==> src/rtl/matrix_pkg.sv <==
// Shared types and constants for the LED-matrix pixel loader: FSM states,
// RGB565 field layout, bit-plane width and the min-1 clog2 helper.
package matrix_pkg;

   typedef enum logic [2:0] {
      ST_IDLE,
      ST_ISSUE,
      ST_WAIT,
      ST_CAPTURE,
      ST_DONE
   } state_t;

   localparam int RGB_W    = 16;
   localparam int R_OFF    = 11;
   localparam int R_W      = 5;
   localparam int G_OFF    = 5;
   localparam int G_W      = 6;
   localparam int B_OFF    = 0;
   localparam int B_W      = 5;
   localparam int BRIGHT_W = 6;

   // A one-section panel still needs a one-bit section field in the address.
   function automatic int clog2_min1(input int n);
      return ($clog2(n) < 1) ? 1 : $clog2(n);
   endfunction

endpackage

==> src/rtl/matrix_pixel_loader_pixel_split.sv <==
// pixel_split: one RGB565 pixel, a one-hot bit-plane mask and channel enables
// reduced to the three {B,G,R} drive bits of one panel section.
module pixel_split
   import matrix_pkg::*;
(
   input  logic [RGB_W-1:0]    i_pixel,
   input  logic [BRIGHT_W-1:0] i_mask,
   input  logic [2:0]          i_enable,
   output logic [2:0]          o_rgb
);

   logic [BRIGHT_W-1:0] w_r6;
   logic [BRIGHT_W-1:0] w_g6;
   logic [BRIGHT_W-1:0] w_b6;

   // 5-bit channels are widened by replicating their MSB into the new LSB.
   assign w_r6 = {i_pixel[R_OFF +: R_W], i_pixel[R_OFF + R_W - 1]};
   assign w_g6 = i_pixel[G_OFF +: G_W];
   assign w_b6 = {i_pixel[B_OFF +: B_W], i_pixel[B_OFF + B_W - 1]};

   assign o_rgb = {(|(w_b6 & i_mask)) & i_enable[2],
                   (|(w_g6 & i_mask)) & i_enable[1],
                   (|(w_r6 & i_mask)) & i_enable[0]};

endmodule

==> src/rtl/matrix_pixel_loader.sv <==
// Loads one pixel per panel section from a fixed-latency framebuffer RAM.
// Define PIXEL_LOADER_DOUBLE_BUFFER_EN to stage captures and update rgb_out atomically.
module matrix_pixel_loader
   import matrix_pkg::*;
#(
   parameter  int SECTIONS    = 2,
   parameter  int ROW_BITS    = 4,
   parameter  int COL_BITS    = 6,
   parameter  int RAM_LATENCY = 2,
   parameter  int COL_INVERT  = 1,
   localparam int SEC_BITS    = clog2_min1(SECTIONS),
   localparam int ADDR_W      = SEC_BITS + ROW_BITS + COL_BITS
) (
   input  logic                  clk_in,
   input  logic                  reset,
   input  logic                  start,
   input  logic [ROW_BITS-1:0]   row_address,
   input  logic [COL_BITS-1:0]   column_address,
   input  logic [BRIGHT_W-1:0]   brightness_mask,
   input  logic [2:0]            rgb_enable,
   output logic [ADDR_W-1:0]     ram_addr,
   output logic                  ram_en,
   input  logic [RGB_W-1:0]      ram_data,
   output logic                  busy,
   output logic                  done,
   output logic [3*SECTIONS-1:0] rgb_out
);

   localparam int                WAIT_INIT = (RAM_LATENCY > 1) ? RAM_LATENCY - 2 : 0;
   localparam logic [SEC_BITS-1:0] LAST_SEC = SEC_BITS'(SECTIONS - 1);

   state_t              r_state;
   logic [ROW_BITS-1:0] r_row;
   logic [COL_BITS-1:0] r_col;
   logic [SEC_BITS-1:0] r_sec;
   logic [2:0]          r_wait;
   logic [RGB_W-1:0]    r_pixel [SECTIONS];
`ifdef PIXEL_LOADER_DOUBLE_BUFFER_EN
   logic [RGB_W-1:0]    r_stage [SECTIONS];
`endif

   logic [COL_BITS-1:0] w_col;
   logic [SEC_BITS-1:0] w_sec_next;

   assign w_col      = (COL_INVERT != 0) ? ~column_address : column_address;
   assign w_sec_next = r_sec + 1'b1;

   always_ff @(posedge clk_in) begin
      if (reset) begin
         r_state  <= ST_IDLE;
         r_row    <= '0;
         r_col    <= '0;
         r_sec    <= '0;
         r_wait   <= '0;
         ram_addr <= '0;
         ram_en   <= 1'b0;
         busy     <= 1'b0;
         done     <= 1'b0;
         for (int s = 0; s < SECTIONS; s++) begin
            r_pixel[s] <= '0;
`ifdef PIXEL_LOADER_DOUBLE_BUFFER_EN
            r_stage[s] <= '0;
`endif
         end
      end else begin
         done <= 1'b0;
         case (r_state)
            ST_IDLE: begin
               if (start) begin
                  r_row    <= row_address;
                  r_col    <= w_col;
                  r_sec    <= '0;
                  ram_addr <= {{SEC_BITS{1'b0}}, row_address, w_col};
                  ram_en   <= 1'b1;
                  busy     <= 1'b1;
                  r_state  <= ST_ISSUE;
               end
            end
            ST_ISSUE: begin
               r_wait <= 3'(WAIT_INIT);
               if (RAM_LATENCY == 1) r_state <= ST_CAPTURE;
               else                  r_state <= ST_WAIT;
            end
            ST_WAIT: begin
               if (r_wait == '0) r_state <= ST_CAPTURE;
               else              r_wait  <= r_wait - 1'b1;
            end
            ST_CAPTURE: begin
`ifdef PIXEL_LOADER_DOUBLE_BUFFER_EN
               r_stage[r_sec] <= ram_data;
`else
               r_pixel[r_sec] <= ram_data;
`endif
               if (r_sec == LAST_SEC) begin
`ifdef PIXEL_LOADER_DOUBLE_BUFFER_EN
                  // Last section bypasses staging so every section flips in DONE.
                  for (int s = 0; s < SECTIONS; s++)
                     r_pixel[s] <= (s == SECTIONS - 1) ? ram_data : r_stage[s];
`endif
                  r_sec   <= '0;
                  ram_en  <= 1'b0;
                  done    <= 1'b1;
                  r_state <= ST_DONE;
               end else begin
                  r_sec    <= w_sec_next;
                  ram_addr <= {w_sec_next, r_row, r_col};
                  r_state  <= ST_ISSUE;
               end
            end
            ST_DONE: begin
               busy    <= 1'b0;
               r_state <= ST_IDLE;
            end
            default: r_state <= ST_IDLE;
         endcase
      end
   end

   for (genvar g = 0; g < SECTIONS; g++) begin : g_sec
      pixel_split u_split (
         .i_pixel  (r_pixel[g]),
         .i_mask   (brightness_mask),
         .i_enable (rgb_enable),
         .o_rgb    (rgb_out[3*g +: 3])
      );
   end

endmodule
==> config.mk <==
export PLATFORM = sky130hd
export DESIGN_NAME = matrix_pixel_loader
export DESIGN_NICKNAME = d
export VERILOG_FILES = /design/src/rtl/matrix_pkg.sv /design/src/rtl/matrix_pixel_loader_pixel_split.sv /design/src/rtl/matrix_pixel_loader.sv
export SDC_FILE = /design/constraint.sdc
export NUM_CORES = 1
export LEC_CHECK = 0
export CORE_UTILIZATION = 56
export CTS_BUF_LIST = sky130_fd_sc_hd__clkbuf_4
export CTS_CLUSTER_DIAMETER = 80
export DETAILED_ROUTE_END_ITERATION = 10
export PLACE_DENSITY = 0.95
export SETUP_SLACK_MARGIN = 0.05
export SYNTH_ARGS = -nofsm -noshare
export SYNTH_HDL_FRONTEND = slang
export SYNTH_SLANG_ARGS = --single-unit
==> constraint.sdc <==
create_clock -name clk_in -period 3.8 [get_ports clk_in]
set_clock_uncertainty 0.05 [all_clocks]
set_input_delay 0.38 -clock clk_in [delete_from_list [all_inputs] [get_ports clk_in]]
set_output_delay 0.38 -clock clk_in [all_outputs]
set_load 0.02 [all_outputs]
Yosys cells after proc, flatten, opt, wreduce, memory -nomap -nowiden
Memories as Yosys holds them, arrays and structs flattened.
Cells that the tools add are included.
{ "word_totals": {"register_bits": 31, "ramBits": 32, "in_bits": 38, "out_inout_bits": 20, "word_cells": 80, "mem_count": 1} }
{ "op_classes": {"n_addsub": 2, "n_eq_ne": 9, "muxes": 25, "bitwise_logic": 14, "n_reduce_logical": 20} }
{ "mem_list": {"columns": ["memory", "words", "word_bits", "rd", "rd_ports_with_merged_regs", "wr", "line_no", "text"], "rows": [
  ["r_pixel", 2, 16, 2, 0, 2, "matrix_pixel_loader.sv:37", "logic [RGB_W-1:0] r_pixel [SECTIONS];"]
]} }
{ "ops": {"columns": ["operator", "n"], "rows": [
  ["$and 6x6->6", 6],
  ["$reduce_or 6->1", 6],
  ["$mux 11", 2],
  ["$pmux 11 s2", 1],
  ["$mux 16", 1],
  ["$reduce_or 16->1", 1],
  ["$mux 1", 12],
  ["$mux 3", 4],
  ["$pmux 3 s4", 1],
  ["$ne 2x2->1 const B", 5],
  ["$reduce_and 2->1", 5],
  ["$and 1x1->1", 6],
  ["$eq 3x2->1 const B", 2],
  ["$logic_not 3->1", 2],
  ["$not 6->6", 1],
  ["$pmux 1 s2", 3],
  ["$pmux 3 s2", 1],
  ["$reduce_and 3->1", 2],
  ["$reduce_bool 2->1", 3],
  ["$eq 3x1->1 const B", 1],
  ["$eq 3x3->1 const B", 1],
  ["$sub 3x1->3 const B", 1],
  ["$reduce_or 2->1", 1],
  ["$add 1x1->1 const B", 1],
  ["$not 1->1", 1]
]} }

Longest topological paths before layout
{ "logic_depth": {"word_depth": 6, "ltp_mapped": 6} }

Hierarchy
A second synthesis with hierarchy kept.
{ "hier_totals": {"hier_cells": 247, "hier_area_um2": 2768.9} }
{ "by_module_without_submodules": {"columns": ["mod", "instances", "cells_each", "area_each_um2", "seq_area_each_um2"], "rows": [
  ["matrix_pixel_loader", 1, 217, 2583.7, 1581.5],
  ["pixel_split", 2, 15, 92.6, 0.0]
]} }

Least setup slack after synthesis
OpenSTA, ideal clock, no wires.
{ "synth_timing": {"path_type": "register to register", "from": "register r_wait[0]", "to": "register r_wait[0]", "setup_time_ns": 0.121, "arrival_time_ns": 1.741, "required_ns": 3.629, "path_slack_ns": 1.888, "stages_incl_launch_ff": 7, "n_path_buf": 0, "synth_period_minus_slack_ns": 1.912, "path_cell_list": "dfxtp_1 -> inv_1 -> ha_1 -> ha_1 -> or3b_2 -> a21oi_1 -> mux2_2"} }
{ "synth_via": {"elab_chain_cells": 3, "elab_cells_between_ends": 6} }
{ "synth_lines": {"columns": ["item", "line_no", "text"], "rows": [
  ["start, declared", "matrix_pixel_loader.sv:36", "logic [2:0] r_wait;"],
  ["start signal, assigned", "matrix_pixel_loader.sv:80", "r_wait <= 3'(WAIT_INIT);"],
  ["start signal, assigned", "matrix_pixel_loader.sv:86", "else r_wait <= r_wait - 1'b1;"],
  ["$sub 3x1->3 or $logic_not 3->1 (tied branches)", "matrix_pixel_loader.sv:86, matrix_pixel_loader.sv:85", null],
  ["$mux 3 or $ne 2x2->1 (tied branches)", null, null],
  ["$pmux 3 s2 or $reduce_and 2->1 (tied branches)", null, null]
]} }
Parallel ways exist; a longest one is shown, timed or not. The select of a mux whose other input is x is not followed.
A chain may end at the register's enable or synchronous reset.

==> flow_metrics.py <==
metrics = {
    "setup_path": {
        "start_kind": "flop",
        "cp_cell_sequence": "nand3b_1 > nor3_1 > buf_4 > and2_1",
        "slowest_delay_ns": 0.70,
        "cp.arrival_ns": 2.78,
        "cp_top_family": "simple AND/OR/NAND/NOR gates",
        "worst-path-buf-inv": 1,
        "cp-end-kind": "flop",
        "worstPathRequired_ns": 4.00,
        "crit_path_top_delay_cell": "dfxtp_1",
        "crit_fanout": 19,
        "crit_type": "flop to flop",
    },
    "floorplan": {
        "core_um2": 4690,
        "rows": 25,
        "die_y_um": 71.8,
        "die_x_um": 71.8,
        "dieArea_um2": 5150,
        "initial_core_util": 0.581,
        "pin_count": 58,
    },
    "final_layout": {
        "syn2layout_area_growth_pct": 27.8,
        "fillCellCount": 317,
        "post-route-util": 0.742,
        "antennaDiodeCount": 0,
        "post_route_cells_drive_above_1_share": 0.0903,
        "nets": 345,
    },
    "detailed_routing": {
        "routed.top_layer": "met4",
        "wl_met3_um": 329,
        "drtIter0Drc": 194,
        "met1_length_mm": 2.54,
        "wl_met2_mm": 3.29,
        "ant_nets": 0,
        "vias": 2165,
        "drt_pass1_iterations": 4,
        "routedWlPerCell_um": 17.3,
        "drc": 0,
        "drt_wl_total_mm": 6.30,
        "vias_per_cell": 5.95,
    },
    "clock_network": {
        "clock_latency_ns": 0.39,
        "cts_tree": "done",
        "cts.sinks": 63,
        "ctsHoldBuffers": 0,
        "htreeDepth": 3,
        "cts_made_buffers": 9,
        "postCtsSetupBuffers": 0,
        "cts-resized-gates": 0,
        "path_clk_slew_ns": 0.11,
        "root_buffer": "clkbuf_4",
        "clockBufferDepth": 2,
    },
    "synth": {
        "yosys-top-cells-area": "edfxtp_1, dfxtp_1, and2_1, a22oi_1, a21oi_1",
        "synthFlopType": "edfxtp_1",
        "synth_common_cells": "and2_1, edfxtp_1, dfxtp_1",
        "synth_edf_count": 32,
        "yosys.cell_types.count": 34,
        "syn_inst": 249,
        "syn_nets": 289,
        "yosysWarnings": 0,
        "yosys_register_bits": 63,
        "synth_area_leader_cell": "edfxtp_1",
        "synthArstFlopShare": 0,
        "syn_area_um2": 2730,
        "ys_seq_area_frac": 0.580,
        "synth_area_per_cell_um2": 10.9,
        "synth_top_area_frac": 0.353,
    },
    "sta": {
        "max_slew.worst_pin.slew_ns": 0.752,
        "slew_headroom": 0.499,
        "hold_viol": 0,
        "finalSetupViolCount": 0,
        "setup_tns_ns": 0,
        "clock.fmax_ghz": 0.387,
        "rsz0062_at_grt": "no",
        "fin_crit_sh": 0.681,
        "holdWs_ns": 0.419,
        "period_needed_ns": 2.59,
        "finalWorstSetupSlack_ns": 1.21,
        "drv_slew": 0,
    },
    "hold_path": {
        "hold_path.class": "flop to flop",
    },
    "pwr": {
        "p_int_w": 0.00129,
        "vdd_drop_max_uv": 310,
        "p_switching_w": 0.000528,
        "swShare": 0.290,
        "p_per_area_nw_per_um2": 523,
        "p_leak_nw": 1.28,
        "p_seq_frac": 0.479,
        "pwr-share-comb": 0.240,
        "total_power_w": 0.00182,
        "p_clk_frac": 0.281,
    },
    "global_route": {
        "grt_max_degree": 21,
        "gr-total-overflow": 0,
        "grt_pass1_wl_mm": 9.71,
        "grt_pass1_vias": 2044,
        "grt_usage": 0.253,
        "antenna_found_initial": 0,
    },
    "place": {
        "portBuffers": 57,
        "place.gp.congestion": 0.759,
        "preCtsSetupSlack_ns": 1.33,
        "dpl.hpwl_mm": 4.14,
    },
    "outcome": {
        "status": "complete, no violations",
    },
    "flow_run": {
        "maxCapViolCount": 0,
    },
}
-- cells in the final DEF (no fill, tap or decap), types with 3 or more instances in the layout --
cell / instances
nor4bb_1: 6
edfxtp_1: 32
and2_1: 32
a311oi_1: 4
a22oi_1: 14
clkdlybuf4s50_1: 57
inv_1: 7
a211oi_1: 8
nor3_1: 8
nand2_1: 18
nor2_1: 14
a31oi_1: 6
a21oi_1: 15
clkbuf_4: 11
a221o_1: 6
mux2_2: 3
buf_4: 5
nand3_1: 7
o21ai_0: 5
dfxtp_1: 31
-- tightest hold or removal path, delay by kind of cell (launching register included) --
| kind | cells | cell delay (ns) |
|---|---|---|
| AO/OA/AOI/OAI | 1 | 0.05 |
| flip-flops | 1 | 0.32 |
| AND/OR/NAND/NOR | 1 | 0.06 |
-- per-layer routing --
metal  track usage  vias up
li1              -     1033
met1         0.309     1037
met4         0.115        0
met3        0.0619       15
met5             0        -
met2         0.426       80
-- state kept, by name (all words and copies together) (netlist names) --
name      count
r_state       3
r_pixel      32
done          1
ram_en        1
r_row         4
r_col         6
ram_addr     11
r_sec         1
busy          1
r_wait        3
-- final cells by class --
class                      count  area [um^2]  share of cell area
timing repair buffer          62          608               0.175
tap                           54         67.6              0.0194
clock buffer                  11         82.6              0.0237
clock inverter                 5         73.8              0.0212
sequential                    63         1580               0.454
multi-input combinational    162         1040               0.300
inverter                       7         26.3             0.00754
-- power groups by stage --
stage	Combinational [W]	Clock (W)	Sequential (W)
after floorplan	0.000268	0	0.000883
after global placement	0.000418	0	0.000880
after detailed placement	0.000431	0	0.000884
after CTS	0.000435	0.000514	0.000870
after global routing	0.000469	0.000540	0.000883
final	0.000438	0.000511	0.000872
-- per-stage QoR --
step | std cells | cell area (um^2)
global placement | 348 | 3330
finish | 364 | 3480
CTS | 364 | 3480
detailed placement | 348 | 3330
floorplan | 249 | 2730
global route | 364 | 3480
-- cells by family (layout without fill, tap and decap cells) --
| logic type | after synthesis | in the layout | synth area share |
|---|---|---|---|
| buf+inv | 24 | 85 | 0.0390 |
| compound gates | 60 | 60 | 0.152 |
| xor+xnor | 1 | 1 | 0.00321 |
| simple gates | 96 | 96 | 0.204 |
| fa+ha+maj | 2 | 2 | 0.00918 |
| flops | 63 | 63 | 0.580 |
| mux | 3 | 3 | 0.0124 |
-- final timing paths --
| kind | start | endpoint | slack, ns | cells past startpoint |
|---|---|---|---|---|
| setup / recovery | r_state[0] | r_pixel[1][15] | 1.21 | 4 |
| hold / removal | ram_addr[2] | ram_addr[2] | 0.42 | 2 |
| setup reg to reg | r_state[0] | r_pixel[1][15] | 1.21 | 4 |
| hold reg to reg | ram_addr[2] | ram_addr[2] | 0.42 | 2 |
No activity file was read; power rests on OpenSTA's default activity.
